[config.mk]
export PLATFORM = sky130hd
export DESIGN_NAME = mem_arbiter
export DESIGN_NICKNAME = d
export VERILOG_FILES = /design/src/rtl/mem_arbiter_pkg.sv /design/src/rtl/mem_arbiter.sv
export SDC_FILE = /design/constraint.sdc
export NUM_CORES = 1
export LEC_CHECK = 0
export ABC_AREA = 1
export CAP_MARGIN = 20
export CORE_MARGIN = 8
export CORE_UTILIZATION = 37
export CTS_BUF_LIST = sky130_fd_sc_hd__clkbuf_8
export CTS_CLUSTER_SIZE = 24
export DETAILED_ROUTE_END_ITERATION = 8
export PLACE_DENSITY = 0.92
export SETUP_SLACK_MARGIN = 0.1
export SLEW_MARGIN = 25
export SYNTH_ARGS = -nofsm -noshare
export SYNTH_HDL_FRONTEND = slang
export SYNTH_SLANG_ARGS = --single-unit
[constraint.sdc]
create_clock -name i_clk -period 2 [get_ports i_clk]
set_clock_uncertainty 0.1 [all_clocks]
set_input_delay 0.2 -clock i_clk [delete_from_list [all_inputs] [get_ports i_clk]]
set_output_delay 0.2 -clock i_clk [all_outputs]
set_load 0.05 [all_outputs]
[src/rtl/mem_arbiter_pkg.sv]
// rtl/mem_arbiter_pkg.sv - shared constants and types for the instruction/data memory arbiter
package mem_arbiter_pkg;

    // Arbiter FSM state encodings
    localparam logic [1:0] ST_IDLE   = 2'd0;
    localparam logic [1:0] ST_BUSY_I = 2'd1;
    localparam logic [1:0] ST_BUSY_D = 2'd2;

    // Instruction fetches always read a full word
    localparam logic [3:0] FETCH_MASK = 4'b1111;

    // Latched copy of the granted request; memory outputs are driven only from this
    typedef struct packed {
        logic [29:0] word_addr;
        logic        ren;
        logic        wen;
        logic [31:0] wdata;
        logic [3:0]  mask;
    } mem_req_t;

    localparam mem_req_t MEM_REQ_RESET = '0;

endpackage

[src/rtl/mem_arbiter.sv]
// rtl/mem_arbiter.sv - two-port (fetch/data) arbiter onto a single memory port
//
// Ports:
//   i_clk, i_rst                      clock, synchronous active-high reset
//   i_imem_req/addr                   fetch request, held until o_imem_ready
//   o_imem_ready/rdata                one-cycle fetch completion with instruction word
//   i_dmem_ren/wen/addr/wdata/mask    data request, held until o_dmem_ready
//   o_dmem_ready/rdata                one-cycle data completion (rdata for loads)
//   o_mem_*                           unified memory request, registered
//   i_mem_ready/rdata                 memory completion pulse with read data
//   o_conflict_cnt                    saturating count of cycles a pending requester lost
import mem_arbiter_pkg::*;

module mem_arbiter (
    input  logic        i_clk,
    input  logic        i_rst,
    input  logic        i_imem_req,
    input  logic [31:0] i_imem_addr,
    output logic        o_imem_ready,
    output logic [31:0] o_imem_rdata,
    input  logic        i_dmem_ren,
    input  logic        i_dmem_wen,
    input  logic [31:0] i_dmem_addr,
    input  logic [31:0] i_dmem_wdata,
    input  logic [3:0]  i_dmem_mask,
    output logic        o_dmem_ready,
    output logic [31:0] o_dmem_rdata,
    output logic [31:0] o_mem_addr,
    output logic        o_mem_ren,
    output logic        o_mem_wen,
    output logic [31:0] o_mem_wdata,
    output logic [3:0]  o_mem_mask,
    input  logic        i_mem_ready,
    input  logic [31:0] i_mem_rdata,
    output logic [15:0] o_conflict_cnt
);

    logic [1:0]  state_q, state_d;
    logic        last_d_q, last_d_d;      // 1: last grant went to dmem
    logic        reentry_q, reentry_d;    // first IDLE cycle after an access: no grant
    mem_req_t    req_q, req_d;
    logic [15:0] cnt_q, cnt_d;

    logic        imem_pend;
    logic        dmem_pend;
    logic        conflict;
    logic        imem_ready;
    logic        dmem_ready;

    // Memory is word addressed; the byte offset bits are intentionally dropped
    logic        unused_addr_bits;
    assign unused_addr_bits = ^{i_imem_addr[1:0], i_dmem_addr[1:0]};

    assign imem_pend = i_imem_req;
    assign dmem_pend = i_dmem_ren | i_dmem_wen;

    always_comb begin
        state_d    = state_q;
        last_d_d   = last_d_q;
        reentry_d  = 1'b0;
        req_d      = req_q;
        conflict   = 1'b0;
        imem_ready = 1'b0;
        dmem_ready = 1'b0;

        case (state_q)
            ST_IDLE: begin
                conflict = imem_pend & dmem_pend;
                if (!reentry_q) begin
                    // On a tie the requester not served last wins
                    if (dmem_pend && (!imem_pend || !last_d_q)) begin
                        state_d         = ST_BUSY_D;
                        last_d_d        = 1'b1;
                        req_d.word_addr = i_dmem_addr[31:2];
                        req_d.wen       = i_dmem_wen;
                        req_d.ren       = i_dmem_ren & ~i_dmem_wen;
                        req_d.wdata     = i_dmem_wdata;
                        req_d.mask      = i_dmem_mask;
                    end else if (imem_pend) begin
                        state_d         = ST_BUSY_I;
                        last_d_d        = 1'b0;
                        req_d.word_addr = i_imem_addr[31:2];
                        req_d.wen       = 1'b0;
                        req_d.ren       = 1'b1;
                        req_d.wdata     = 32'h0;
                        req_d.mask      = FETCH_MASK;
                    end
                end
            end
            ST_BUSY_I: begin
                conflict = dmem_pend;
                if (i_mem_ready) begin
                    imem_ready = 1'b1;
                    state_d    = ST_IDLE;
                    reentry_d  = 1'b1;
                    req_d.ren  = 1'b0;
                    req_d.wen  = 1'b0;
                end
            end
            ST_BUSY_D: begin
                conflict = imem_pend;
                if (i_mem_ready) begin
                    dmem_ready = 1'b1;
                    state_d    = ST_IDLE;
                    reentry_d  = 1'b1;
                    req_d.ren  = 1'b0;
                    req_d.wen  = 1'b0;
                end
            end
            default: begin
                state_d   = ST_IDLE;
                req_d.ren = 1'b0;
                req_d.wen = 1'b0;
            end
        endcase

        cnt_d = (conflict && (cnt_q != 16'hFFFF)) ? cnt_q + 16'd1 : cnt_q;
    end

    always_ff @(posedge i_clk) begin
        if (i_rst) begin
            state_q   <= ST_IDLE;
            last_d_q  <= 1'b0;
            reentry_q <= 1'b0;
            req_q     <= MEM_REQ_RESET;
            cnt_q     <= 16'h0;
        end else begin
            state_q   <= state_d;
            last_d_q  <= last_d_d;
            reentry_q <= reentry_d;
            req_q     <= req_d;
            cnt_q     <= cnt_d;
        end
    end

    assign o_imem_ready   = imem_ready;
    assign o_dmem_ready   = dmem_ready;
    assign o_imem_rdata   = imem_ready ? i_mem_rdata : 32'h0;
    assign o_dmem_rdata   = dmem_ready ? i_mem_rdata : 32'h0;

    assign o_mem_addr     = {req_q.word_addr, 2'b00};
    assign o_mem_ren      = req_q.ren;
    assign o_mem_wen      = req_q.wen;
    assign o_mem_wdata    = req_q.wdata;
    assign o_mem_mask     = req_q.mask;
    assign o_conflict_cnt = cnt_q;

endmodule

* Word-level counts from Yosys, hierarchy flattened
Index checks and enable logic that the tools add are counted.
** Word-level totals
- Output and inout port bits :: 152
- Register bits :: 88
- Logic and storage cells :: 50
- Input port bits :: 138
** Operators by class
- Multiplexer cells :: 17
- Bitwise gates (word level) :: 6
- Reduce and logical (&&, ||, !) cells :: 11
- Add/sub/neg operators :: 1
- Eq/ne operators :: 6
** Operator list (count)
- $mux W68 :: 2
- $mux W32 :: 2
- $mux W38 :: 1
- $add A16 B1 Y16 const B :: 1
- $ne A16 B16 Y1 const B :: 1
- $mux W2 :: 4
- $pmux W2 S2 :: 2
- $reduce_and A3 Y1 :: 2
- $mux W1 :: 5
- $reduce_or A2 Y1 :: 2
- $ne A3 B3 Y1 const B :: 1
- $not A1 Y1 :: 3
- $pmux W1 S3 :: 1
- $and A1 B1 Y1 :: 2
- $eq A2 B1 Y1 const B :: 1
- $eq A2 B2 Y1 const B :: 1
- $logic_and A1 B1 Y1 :: 2
- $logic_not A1 Y1 :: 2
- $logic_not A2 Y1 :: 1
- $ne A2 B1 Y1 const B :: 1
- $ne A2 B2 Y1 const B :: 1
- $reduce_bool A2 Y1 :: 1
- $logic_or A1 B1 Y1 :: 1
- $or A1 B1 Y1 :: 1

* Longest topological paths before layout
Gate-level depths: netlist of run 1.
- Depth after elaboration :: 6
- Gate-level depth with buffers :: 12
- Depth with buffers taken out :: 11

* Least setup slack after synthesis of run 1
OpenSTA, ideal clock, no wires.
- Kind :: reg2reg
- Start point :: reg cnt_q[1], in the netlist o_conflict_cnt[1]
- End point :: reg cnt_q[11], in the netlist o_conflict_cnt[11]
- Cell stages (with the launch flop) :: 12
- Data required time :: 1.787 ns
- Path buffers :: 1
- Arrival time :: 1.728 ns
- Path slack :: 0.059 ns
- Period minus slack after synthesis :: 1.941 ns
- Library setup time :: 0.113 ns
- Cells stage by stage :: dfxtp_1 -> ha_1 -> nand2_1 -> nor2_1 -> nand2_2 -> nor2_4 -> inv_2 -> nand2_4 -> buf_8 -> nand2_2 -> nand2_1 -> nor2_1
** On the way
- Word-level cells in the longest chain between the ends :: 2
- Elaborated cells between the ends (all ways) :: 3
- Classes of those cells :: add/sub: 1; eq/ne: 1; reduce/logical: 1
** Ends and longest elaborated chain
- start: declaration :: RTL line mem_arbiter.sv:42 : logic [15:0] cnt_q, cnt_d;
- start signal: assignment :: RTL line mem_arbiter.sv:132 : cnt_q <= cnt_d;
- parallel branches: the longest is 2 deep, another holds $add A16 B1 Y16
Parallel ways; which one is timed is not known.
A chain may end at the register's enable or synchronous reset.

* Final worst setup path of run 1
- Start point :: reg cnt_q[15], in the netlist o_conflict_cnt[15]
- End point :: out o_conflict_cnt[15]
** RTL lines
- end: declaration :: RTL line mem_arbiter.sv:35 : output logic [15:0] o_conflict_cnt
No word-level cell between the ends.

==> impl_metrics.json, run 1 <==
{
  "clockPowerShare": 0.147,
  "root_buffer": "clkbuf_8",
  "insertion_delay_ns": 0.36,
  "seq_power_share": 0.276,
  "viasPerCell": 5.19,
  "drt-total-wl_mm": 20.5,
  "die_width_um": 124,
  "place_congestion": 0.814,
  "first_pass_iters": 7,
  "antenna_found_initial": 0,
  "cts_tree": "yes",
  "relSlewSlack": 0.605,
  "crit_fanout": 3,
  "drcViolationCount": 0,
  "diodes": 0,
  "cts_buffer_depth": 2,
  "overflow": 0,
  "combinationalPowerShare": 0.577,
  "synth_top_family_by_area": "simple AND/OR/NAND/NOR gates",
  "initial_core_util": 0.379,
  "p_int_uw": 4620,
  "grt_pass1_vias": 5529,
  "dp_hpwl_mm": 13.9,
  "cts_buffers": 9,
  "fmax_mhz": 529,
  "critical_path.max_stage_delay_ns": 0.84,
  "postRouteAntennaNets": 0,
  "layout-drive-gt1-share": 0.201,
  "syn-cell-area_um2": 4350,
  "clk_pin_slew_ns": 0.10,
  "drv_cap": 0,
  "placementRows": 39,
  "total_power_uw": 8890,
  "worst-setup-path-type": "reg2out",
  "crit_required_ns": 1.70,
  "yosysTopAreaCellShare": 0.405,
  "fin_nets": 1075,
  "final_max_slew_viol_count": 0,
  "cts_sinks": 88,
  "drt_iter0_drc": 475,
  "p_sw_uw": 4270,
  "yosys.area_share.simple": 0.292,
  "path_buf_inv": 1,
  "synth_top_cells_by_count": "138 x nand2_1, 119 x nor2_1, 98 x a21oi_1",
  "critPathCaptureType": "output port",
  "io_pins": 290,
  "gr-usage-all-layers": 0.224,
  "hp-start": "i_mem_ready",
  "netlist.top_cell.by_area": "dfxtp_1",
  "synth_flop_cell": "dfxtp_1",
  "avgSynthCellArea_um2": 6.60,
  "setup_viol": 0,
  "core_um2": 11500,
  "ys_seq_area_frac": 0.405,
  "p_sw_frac": 0.480,
  "post_synth_xor_area_fraction": 0.0141,
  "cp.arrival_ns": 1.59,
  "power_leakage_uw": 0.00368,
  "p_per_area_nw_per_um2": 1010,
  "async_flop_share": 0,
  "hold_violations": 0,
  "post-synth-top-count-cell": "nand2_1",
  "ys.warnings.count": 0,
  "cp_top_family": "buffers and inverters",
  "peakVddDrop_uv": 755,
  "num_vias": 5604,
  "fill_cells": 717,
  "cp-start-kind": "flop",
  "ys_seq_elements": 88,
  "finalCritPeriodShare": 0.944,
  "synth_cells": 659,
  "synth_compound_area_frac": 0.167,
  "crit_path_cell_trace": "clkdlybuf4s50_1",
  "die_area_um2": 15500,
  "outcome": "finished clean",
  "grt_max_degree": 49,
  "wl_per_cell_um": 19.0,
  "tightestPinTransition_ns": 0.591,
  "portBuffers": 283,
  "critPathLaunch": "o_conflict_cnt[15]",
  "period_needed_ns": 1.89,
  "r2r_start": "state_q[0]",
  "synth.distinct_cells": 28,
  "worstHoldPathType": "in2reg",
  "placed_cell_area_um2": 7990,
  "final_area_um2": 8820,
  "worst_hold_slack_ns": 0.212,
  "synth-edff-count": 0,
  "synth-adder-area-share": 0.0173,
  "die_h_um": 124,
  "syn_to_final_growth_pct": 103,
  "synthTopCellsByArea": "dfxtp_1 41%, nand2_1 12%, a21oi_1 11%",
  "yosys-mux-area-fraction": 0,
  "cts-htree-levels": 3,
  "cp_slowest_cell": "clkdlybuf4s50_1",
  "rsz0062_at_grt": "yes",
  "tns_ns": 0,
  "grt_pass1_wl_mm": 28.6
}
-- registers in the layout, summed over array words and instances (netlist names) --
register,cells
o_mem_ren,1
o_mem_addr,30
o_mem_wdata,32
o_mem_wen,1
reentry_q,1
last_d_q,1
state_q,2
o_mem_mask,4
o_conflict_cnt,16
-- cell usage in the layout, fill, tap and decap left out, drive strengths merged --
master,instances
clkdlybuf4s50,199
dfxtp,88
conb,2
buf,81
dlygate4sd2,13
bufinv,1
xor2,6
o21bai,1
clkbuf,15
nand2,144
a21oi,99
nor3,1
ha,6
dlymetal6s2s,5
o21ai,39
clkinv,4
and2,1
inv,63
a22oi,1
nor2,122
nand3,42
nand4,2
xnor2,1
-- cells by family after synthesis --
| kind of cell | after synthesis |
|---|---|
| and+or+nand+nor | 312 |
| AOI/OAI and AO/OA | 140 |
| buffers and inverters | 105 |
| DFF | 88 |
| xor gates and xnor gates | 7 |
| adders and majority gates | 6 |
| other | 1 |
-- through the flow --
step | util | worst slack [ns] | instances
after floorplan | - | 0.152 | 660
after global placement | 0.697 | 0.186 | 1056
after detailed placement | 0.697 | 0.105 | 1056
after CTS | 0.726 | 0.0431 | 1073
after global routing | 0.769 | 0.0425 | 1079
final | 0.769 | 0.111 | 1079
-- metal layers --
metal  GRT usage  vias to the layer above  routed length [um]
li1            -                     2615                   -
met1       0.219                     2632                7290
met2       0.411                      307               10600
met3      0.0851                       50                1820
met4      0.0971                        0                 788
met5           0                        -                   0
-- final timing paths --
kind,slack [ns],endpoint,cells after the start
hold / removal,0.21,reentry_q,3
setup reg to reg,0.20,o_mem_wdata[30],9
setup / recovery,0.11,o_conflict_cnt[15],1
hold reg to reg,0.37,o_mem_wdata[26],2
-- layout make-up --
class / instances / area (um^2) / area share
tap: 143 / 179 / 0.0203
inverter: 63 / 241 / 0.0274
timing repair buffer: 302 / 3830 / 0.434
clock inverter: 5 / 56.3 / 0.00638
sequential: 88 / 1770 / 0.201
multi-input combinational: 467 / 2590 / 0.294
clock buffer: 11 / 151 / 0.0172
-- what timing repair did --
item | 4_1_cts | 5_1_grt
gates cloned | 1 | 5
endpoints found under the setup margin | 80 | 113
gates resized for setup | 62 | 90
buffers inserted | 0 | 1
pin swaps | 0 | 2
hold buffers | 0 | 0
-- power by group through the flow --
stage               Clock, uW  Combinational, uW  Sequential, uW
global placement            0               4760            2450
floorplan                   0               1700            3760
CTS                      1320               4890            2430
finish                   1310               5130            2450
detailed placement          0               4840            2470
global route             1400               5420            2510
No activity file was read; power rests on OpenSTA's default activity.
==> run 2: changes to the inputs <==
Settings changed: CTS_CLUSTER_SIZE 24 to 10.
==> results of run 2 <==
No change in the layout: final DEF, timing and power equal those of run 1.
